**src/rtl/max7219_pkg.sv**
```systemverilog
// Shared definitions for the MAX7219 receiver and its driver: register
// addresses, frame geometry and the receiver FSM state encoding.
package max7219_pkg;

   localparam int FRAME_W = 16;
   localparam int CNT_W   = $clog2(FRAME_W + 1);

   localparam logic [3:0] NOOP         = 4'h0;
   localparam logic [3:0] DIGIT0       = 4'h1;
   localparam logic [3:0] DIGIT1       = 4'h2;
   localparam logic [3:0] DIGIT2       = 4'h3;
   localparam logic [3:0] DIGIT3       = 4'h4;
   localparam logic [3:0] DIGIT4       = 4'h5;
   localparam logic [3:0] DIGIT5       = 4'h6;
   localparam logic [3:0] DIGIT6       = 4'h7;
   localparam logic [3:0] DIGIT7       = 4'h8;
   localparam logic [3:0] DECODE_MODE  = 4'h9;
   localparam logic [3:0] INTENSITY    = 4'hA;
   localparam logic [3:0] SCAN_LIMIT   = 4'hB;
   localparam logic [3:0] SHUTDOWN     = 4'hC;
   localparam logic [3:0] DISPLAY_TEST = 4'hF;

   typedef enum logic [1:0] {
      ST_IDLE,
      ST_SHIFT,
      ST_LATCH
   } state_t;

endpackage

```
**src/rtl/spi_pin_sync.sv**
```systemverilog
// Multi-stage synchroniser for one SPI pin, with a history flop so that
// rising and falling edges can be detected in the clk domain.
module spi_pin_sync #(
   parameter int STAGES = 2
) (
   input  logic clk,
   input  logic rst,
   input  logic d,
   output logic q,
   output logic rise,
   output logic fall
);

   logic [STAGES-1:0] r_sync;
   logic              r_hist;

   always_ff @(posedge clk or posedge rst) begin
      // NOTE: resetting to 0 means a cs already low at reset release is not seen as a fall.
      if (rst) begin
         r_sync <= '0;
         r_hist <= 1'b0;
      end else begin
         // NOTE: non-blocking updates make every stage sample its neighbour's old value.
         r_sync <= {r_sync[STAGES-2:0], d};
         r_hist <= r_sync[STAGES-1];
      end
   end

   assign q    = r_sync[STAGES-1];
   assign rise = q & ~r_hist;
   assign fall = ~q & r_hist;

endmodule

```
**src/rtl/max7219_receiver.sv**
```systemverilog
// MAX7219 SPI slave model: oversamples sck/mosi/cs in the clk domain, shifts
// 16-bit frames, keeps the chip register file and provides the delayed dout.
module max7219_receiver
   import max7219_pkg::*;
#(
   parameter int SYNC_STAGES = 2
) (
   input  logic        clk,
   input  logic        rst,
   input  logic        sck,
   input  logic        mosi,
   input  logic        cs,
   output logic        dout,
   output logic [63:0] pixels,
   output logic [7:0]  decode_mode,
   output logic [3:0]  intensity,
   output logic [2:0]  scan_limit,
   output logic        shutdown_n,
   output logic        display_test,
   output logic        frame_valid,
   output logic [3:0]  frame_addr,
   output logic [7:0]  frame_data,
   output logic        frame_error
);

   logic w_sck_q,  w_sck_rise,  w_sck_fall;
   logic w_mosi_q, w_mosi_rise, w_mosi_fall;
   logic w_cs_q,   w_cs_rise,   w_cs_fall;
   logic w_unused;

   spi_pin_sync #(.STAGES(SYNC_STAGES)) u_sync_sck (
      .clk(clk), .rst(rst), .d(sck), .q(w_sck_q), .rise(w_sck_rise), .fall(w_sck_fall)
   );
   spi_pin_sync #(.STAGES(SYNC_STAGES)) u_sync_mosi (
      .clk(clk), .rst(rst), .d(mosi), .q(w_mosi_q), .rise(w_mosi_rise), .fall(w_mosi_fall)
   );
   spi_pin_sync #(.STAGES(SYNC_STAGES)) u_sync_cs (
      .clk(clk), .rst(rst), .d(cs), .q(w_cs_q), .rise(w_cs_rise), .fall(w_cs_fall)
   );

   assign w_unused = ^{w_sck_q, w_mosi_rise, w_mosi_fall, w_cs_q};

   state_t             r_state, w_next;
   logic               w_shift, w_clear, w_commit;
   logic [FRAME_W-1:0] r_sr;
   logic [CNT_W-1:0]   r_count;
   logic               w_full;
   logic               r_dout;
   logic [3:0]         w_addr;
   logic [7:0]         w_data;
   logic [2:0]         w_digit_idx;

   assign w_full      = (r_count == CNT_W'(FRAME_W));
   assign w_addr      = r_sr[11:8];
   assign w_data      = r_sr[7:0];
   assign w_digit_idx = 3'(w_addr - DIGIT0);

   always_ff @(posedge clk or posedge rst) begin
      if (rst) r_state <= ST_IDLE;
      else     r_state <= w_next;
   end

   always_comb begin
      // NOTE: every signal gets a default first so no latch is inferred.
      w_next   = r_state;
      w_shift  = 1'b0;
      w_clear  = 1'b0;
      w_commit = 1'b0;
      unique case (r_state)
         ST_IDLE: begin
            if (w_cs_fall) begin
               w_next  = ST_SHIFT;
               w_clear = 1'b1;
               w_shift = w_sck_rise;
            end
         end
         ST_SHIFT: begin
            // A sck edge coinciding with the cs rise is discarded.
            if (w_cs_rise) begin
               w_next   = ST_LATCH;
               w_commit = 1'b1;
            end else begin
               w_shift = w_sck_rise;
            end
         end
         ST_LATCH: w_next = ST_IDLE;
         default:  w_next = ST_IDLE;
      endcase
   end

   always_ff @(posedge clk or posedge rst) begin
      if (rst) begin
         r_sr    <= '0;
         r_count <= '0;
         r_dout  <= 1'b0;
      end else begin
         if (w_shift) r_sr <= {r_sr[FRAME_W-2:0], w_mosi_q};
         if (w_clear)
            r_count <= w_shift ? CNT_W'(1) : '0;
         else if (w_shift && !w_full)
            r_count <= r_count + CNT_W'(1);
         if (r_state == ST_SHIFT && w_sck_fall) r_dout <= r_sr[FRAME_W-1];
      end
   end

   logic [7:0] r_digit [8];
   logic [7:0] r_decode_mode;
   logic [3:0] r_intensity;
   logic [2:0] r_scan_limit;
   logic       r_shutdown_n;
   logic       r_display_test;
   logic       r_frame_valid;
   logic       r_frame_error;
   logic [3:0] r_frame_addr;
   logic [7:0] r_frame_data;

   // Register writes land on the same edge the FSM enters LATCH, so outputs
   // follow the synchronised cs rise by exactly one clk.
   always_ff @(posedge clk or posedge rst) begin
      if (rst) begin
         // NOTE: the digit array is reset because it drives outputs that must read 0 after reset.
         for (int i = 0; i < 8; i++) r_digit[i] <= '0;
         r_decode_mode  <= '0;
         r_intensity    <= '0;
         r_scan_limit   <= '0;
         r_shutdown_n   <= 1'b0;
         r_display_test <= 1'b0;
         r_frame_valid  <= 1'b0;
         r_frame_error  <= 1'b0;
         r_frame_addr   <= '0;
         r_frame_data   <= '0;
      end else begin
         r_frame_valid <= 1'b0;
         r_frame_error <= 1'b0;
         if (w_commit && !w_full) begin
            r_frame_error <= 1'b1;
         end else if (w_commit) begin
            r_frame_valid <= 1'b1;
            r_frame_addr  <= w_addr;
            r_frame_data  <= w_data;
            case (w_addr)
               NOOP: ;
               DIGIT0, DIGIT1, DIGIT2, DIGIT3,
               DIGIT4, DIGIT5, DIGIT6, DIGIT7: r_digit[w_digit_idx] <= w_data;
               DECODE_MODE:  r_decode_mode  <= w_data;
               INTENSITY:    r_intensity    <= w_data[3:0];
               SCAN_LIMIT:   r_scan_limit   <= w_data[2:0];
               SHUTDOWN:     r_shutdown_n   <= w_data[0];
               DISPLAY_TEST: r_display_test <= w_data[0];
               default: ;
            endcase
         end
      end
   end

   assign pixels       = {r_digit[0], r_digit[1], r_digit[2], r_digit[3],
                          r_digit[4], r_digit[5], r_digit[6], r_digit[7]};
   assign decode_mode  = r_decode_mode;
   assign intensity    = r_intensity;
   assign scan_limit   = r_scan_limit;
   assign shutdown_n   = r_shutdown_n;
   assign display_test = r_display_test;
   assign frame_valid  = r_frame_valid;
   assign frame_error  = r_frame_error;
   assign frame_addr   = r_frame_addr;
   assign frame_data   = r_frame_data;
   assign dout         = r_dout;

endmodule
```
**config.mk**
```make
export PLATFORM = sky130hd
export DESIGN_NAME = max7219_receiver
export DESIGN_NICKNAME = d
export VERILOG_FILES = /design/src/rtl/max7219_pkg.sv /design/src/rtl/spi_pin_sync.sv /design/src/rtl/max7219_receiver.sv
export SDC_FILE = /design/constraint.sdc
export NUM_CORES = 1
export LEC_CHECK = 0
export BUFFER_PORTS_ARGS = -buffer_cell sky130_fd_sc_hd__buf_2
export CORE_MARGIN = 2
export CORE_UTILIZATION = 45
export CTS_BUF_LIST = sky130_fd_sc_hd__clkbuf_8
export DETAILED_ROUTE_END_ITERATION = 7
export GPL_TIMING_DRIVEN = 0
export PLACE_DENSITY_LB_ADDON = 0.1
export SYNTH_ARGS = -nofsm -noshare
export SYNTH_HDL_FRONTEND = slang
export SYNTH_SLANG_ARGS = --single-unit
```
**constraint.sdc**
```tcl
create_clock -name clk -period 5.8 [get_ports clk]
set_input_delay 1.16 -clock clk [delete_from_list [all_inputs] [get_ports clk]]
set_output_delay 1.16 -clock clk [all_outputs]
set_load 0.05 [all_outputs]
```
==> results.md <==
- Clock Skews: 0.0132 ns
- Antenna violations before repair: 0
- Dpl ws: around 2.8 ns
- F_max: roughly 0.34 GHz
- Pins Over Slew Limit: 0
- Die X: around 110 um
- Sink Count: around 130
- Reg2reg end: pixels[48]$_DFFE_PP0P_
- Total Routing Usage GR: 0.186
- IO Count: 101
- Worst Tran Pin Value: 0.926 ns
- CP Capture Type: register
- Resize count post-CTS: 0
- Port bufs: 100
- Critical Path AT: between 3 and 4 ns
- Layout Cells excl Fill: 605
- Flops & latches, synth: about 130
- R2r setup slk: roughly 2.8 ns
- DP Cell Count: ~570
- Drt wl/cell: between 15 and 20 um
- Number of synthesized flops with an enable pin: 0
- Mapped Cells: 332
- WHS Endpoint: u_sync_sck.r_sync[1]$_DFF_PP0_
- Yosys warning count: 0
- Hold depth: 0
- GR peak layer: met2
- Relative slew slack: 0.374
- Mean post-synth cell area: 15.3 um2
- Share of layout cells above drive strength 1: 0.546
- Number of global-route vias before repair: 3202
- Routing usage on met1: 0.246
- Synth cell types: 44
- Max-Cap Viols: 0
- DR vias/cell: between 5 and 6
- Syn nets: about 340
- Nets: 463
- Site Rows: 38
- Diode count: 0
- DIE AREA: about 12000 um2
- CP Cell Sequence: clkbuf_1 > inv_1 > ha_1 > xnor2_1 > nand4_1 > a2111oi_4 > mux2_2
- Setup Fix Bufs, Post-CTS: 0
- GRT met3 Usage: 0.0717
- Clk buf depth: 2
- Die Y: 110 um
- Most common cell after layout, fill and taps aside: dfrtp_1
- Starting density of the core: 0.465
- Setup violations, final: 0
- Tmin final: around 3.0 ns
- Met2 Usage GRT: 0.284
- WS Path Type: register to register
- Reg-to-Reg Start: r_sr[8]$_DFFE_PP0P_
- CTS tree: built
- Worst skew pair latency: 0.43 ns
- Vias: ~3.1k
- Post-synth ARST share: 1.00
- First-pass iteration count of the detailed router: 4
- TritonCTS Buffers: 17
- Worst path slowest cell: a2111oi_4
- Area after DPL: 5790 um2
- First-pass GRT wire length: 16700 um
- Status: finished clean
- Area of the mapped netlist: 5090 um2
- Part of the Yosys area used for sequential elements: 0.625
- Final Cycle Share: 0.512
- Hpwl dp: ~7200 um
- Placer Congestion: 0.801
- Static Leak: 3.33 nW
- Final Hold Fails: 0
- Routed wire length: between 10000 and 15000 um
- Final WS setup: around 2.8 ns
- CTS H-tree lvls: 4
- Worst path required time: approximately 6.1 ns
- # DRC: 0
- Area growth from synthesis to layout: 20.2%
- HP Class: register to register
- Critical path buffers and inverters: 2
- Max incr delay on CP: between 0.7 and 0.8 ns
- Initial DRC Count: approximately 130
- Total grt overflow: 0
- Pin count of the biggest net entering global routing: 96
- Final instance area: 6110 um2
- Core ar.: 10900 um2
- CP max FO: 8
- Crit path max-delay family: compound AO/OA/AOI/OAI gates
- CTS root buf: clkbuf_8
- Cell Pwr Density: 295 nW/um2
- Cts-stage hold buffer count: 0
- Fillers: between 900 and 1k
- Worst hold start: u_sync_sck.r_sync[0]$_DFF_PP0_
- Setup crit start kind: register
- Clock transition at path regs: roughly 0.070 ns
- Antenna Nets Post-Route: 0
- Dominant synthesized flop cell: dfrtp_1
- RSZ-0062 raised after global routing: false
- Peak VDD IR: roughly 0.12 mV
- Worst r2r path cells: 7
- Most frequent cells in the layout: dfrtp_1 (127), mux2_2 (106), buf_2 (104)
layout make-up:
cell class | instances | area [um2] | area share
plain buffers | 18 | 76.3 | 0.0125
clock buffers | 17 | 234 | 0.0383
clock inverters | 15 | 85.1 | 0.0139
inverters | 6 | 27.5 | 0.00450
multi-input cells | 181 | 1810 | 0.296
flip-flops and latches | 127 | 3180 | 0.520
well taps | 140 | 175 | 0.0287
repair buffers | 101 | 528 | 0.0864
worst register-to-register path, delay by kind of cell (launching register included):
kind | cells | cell delay (ns)
buffers and inverters | 2 | 0.55
AOI/OAI and AO/OA | 1 | 0.75
muxes | 1 | 0.41
and+or+nand+nor | 1 | 0.22
xor gates and xnor gates | 1 | 0.22
adders and majority gates | 1 | 0.32
DFF | 1 | 0.38
where the power goes:
part           internal [W]  switching (W)
sequential         0.000923      0.0000381
clock              0.000284       0.000331
combinational     0.0000675       0.000158
through the flow:
| step | TNS, ns | util | hold slack [ns] | power [W] |
|---|---|---|---|---|
| floorplan | 0 | - | 0.331 | 0.00112 |
| global placement | -5.50 | 0.527 | 0.336 | 0.00120 |
| detailed placement | 0 | 0.530 | 0.342 | 0.00121 |
| CTS | 0 | 0.559 | 0.355 | 0.00183 |
| global route | 0 | 0.559 | 0.370 | 0.00190 |
| finish | 0 | 0.559 | 0.350 | 0.00180 |
kinds of logic (layout without fill, tap and decap cells):
group                    count (synthesis)  in the layout  synth area share
AO/OA/AOI/OAI                           22             22            0.0450
flip-flops                             127            127             0.625
AND/OR/NAND/NOR                         41             41            0.0499
multiplexers                           108            108             0.239
adder cells (fa/ha/maj)                  6              6            0.0148
buffers and inverters                   24            157            0.0194
XOR/XNOR                                 4              4           0.00689
Yosys cell counts, types with 2 or more instances:
master | n | share of area
clkbuf_1 | 12 | 0.0089
a21oi_1 | 3 | 0.0030
ha_1 | 6 | 0.015
dfrtp_1 | 127 | 0.62
inv_1 | 6 | 0.0044
a211oi_2 | 2 | 0.0049
nor2_1 | 7 | 0.0052
mux2_1 | 2 | 0.0044
nor3_1 | 4 | 0.0039
xor2_1 | 2 | 0.0034
xnor2_1 | 2 | 0.0034
nand2b_1 | 2 | 0.0025
buf_2 | 4 | 0.0039
nand4_1 | 4 | 0.0049
mux2_2 | 106 | 0.23
nand3_1 | 4 | 0.0039
o211ai_2 | 4 | 0.0098
a2111oi_4 | 2 | 0.011
nor4_1 | 2 | 0.0025
a211oi_1 | 2 | 0.0030
nand2_1 | 5 | 0.0037
o21ai_0 | 2 | 0.0020
sequential cells by signal, indices dropped and copies added (netlist names), 2 cells and up:
name / count
r_sr: 16
u_sync_sck.r_sync: 2
u_sync_mosi.r_sync: 2
r_state: 2
scan_limit: 3
frame_data: 8
frame_addr: 4
pixels: 64
decode_mode: 8
intensity: 4
r_count: 5
u_sync_cs.r_sync: 2
how the worst max path moves through the flow:
stage / slack [ns] / endpoint / start / cells past startpoint
after floorplan: 1.26 / decode_mode[0]$_DFFE_PP0P_ / rst / 1
after global placement: -0.05 / pixels[52]$_DFFE_PP0P_ / rst / 2
after detailed placement: 2.79 / pixels[48]$_DFFE_PP0P_ / r_sr[8]$_DFFE_PP0P_ / 7
after CTS: 2.78 / pixels[53]$_DFFE_PP0P_ / r_sr[8]$_DFFE_PP0P_ / 7
after global routing: 2.61 / pixels[51]$_DFFE_PP0P_ / r_sr[8]$_DFFE_PP0P_ / 7
final: 2.83 / pixels[48]$_DFFE_PP0P_ / r_sr[8]$_DFFE_PP0P_ / 7
metal layers:
layer  vias to the layer above  routed length (um)
met5                         -                   0
met4                         0                 107
met3                         8                 633
met2                        80                4760
met1                      1566                4910
li1                       1435                   -
No activity file was read; power rests on OpenSTA's default activity.
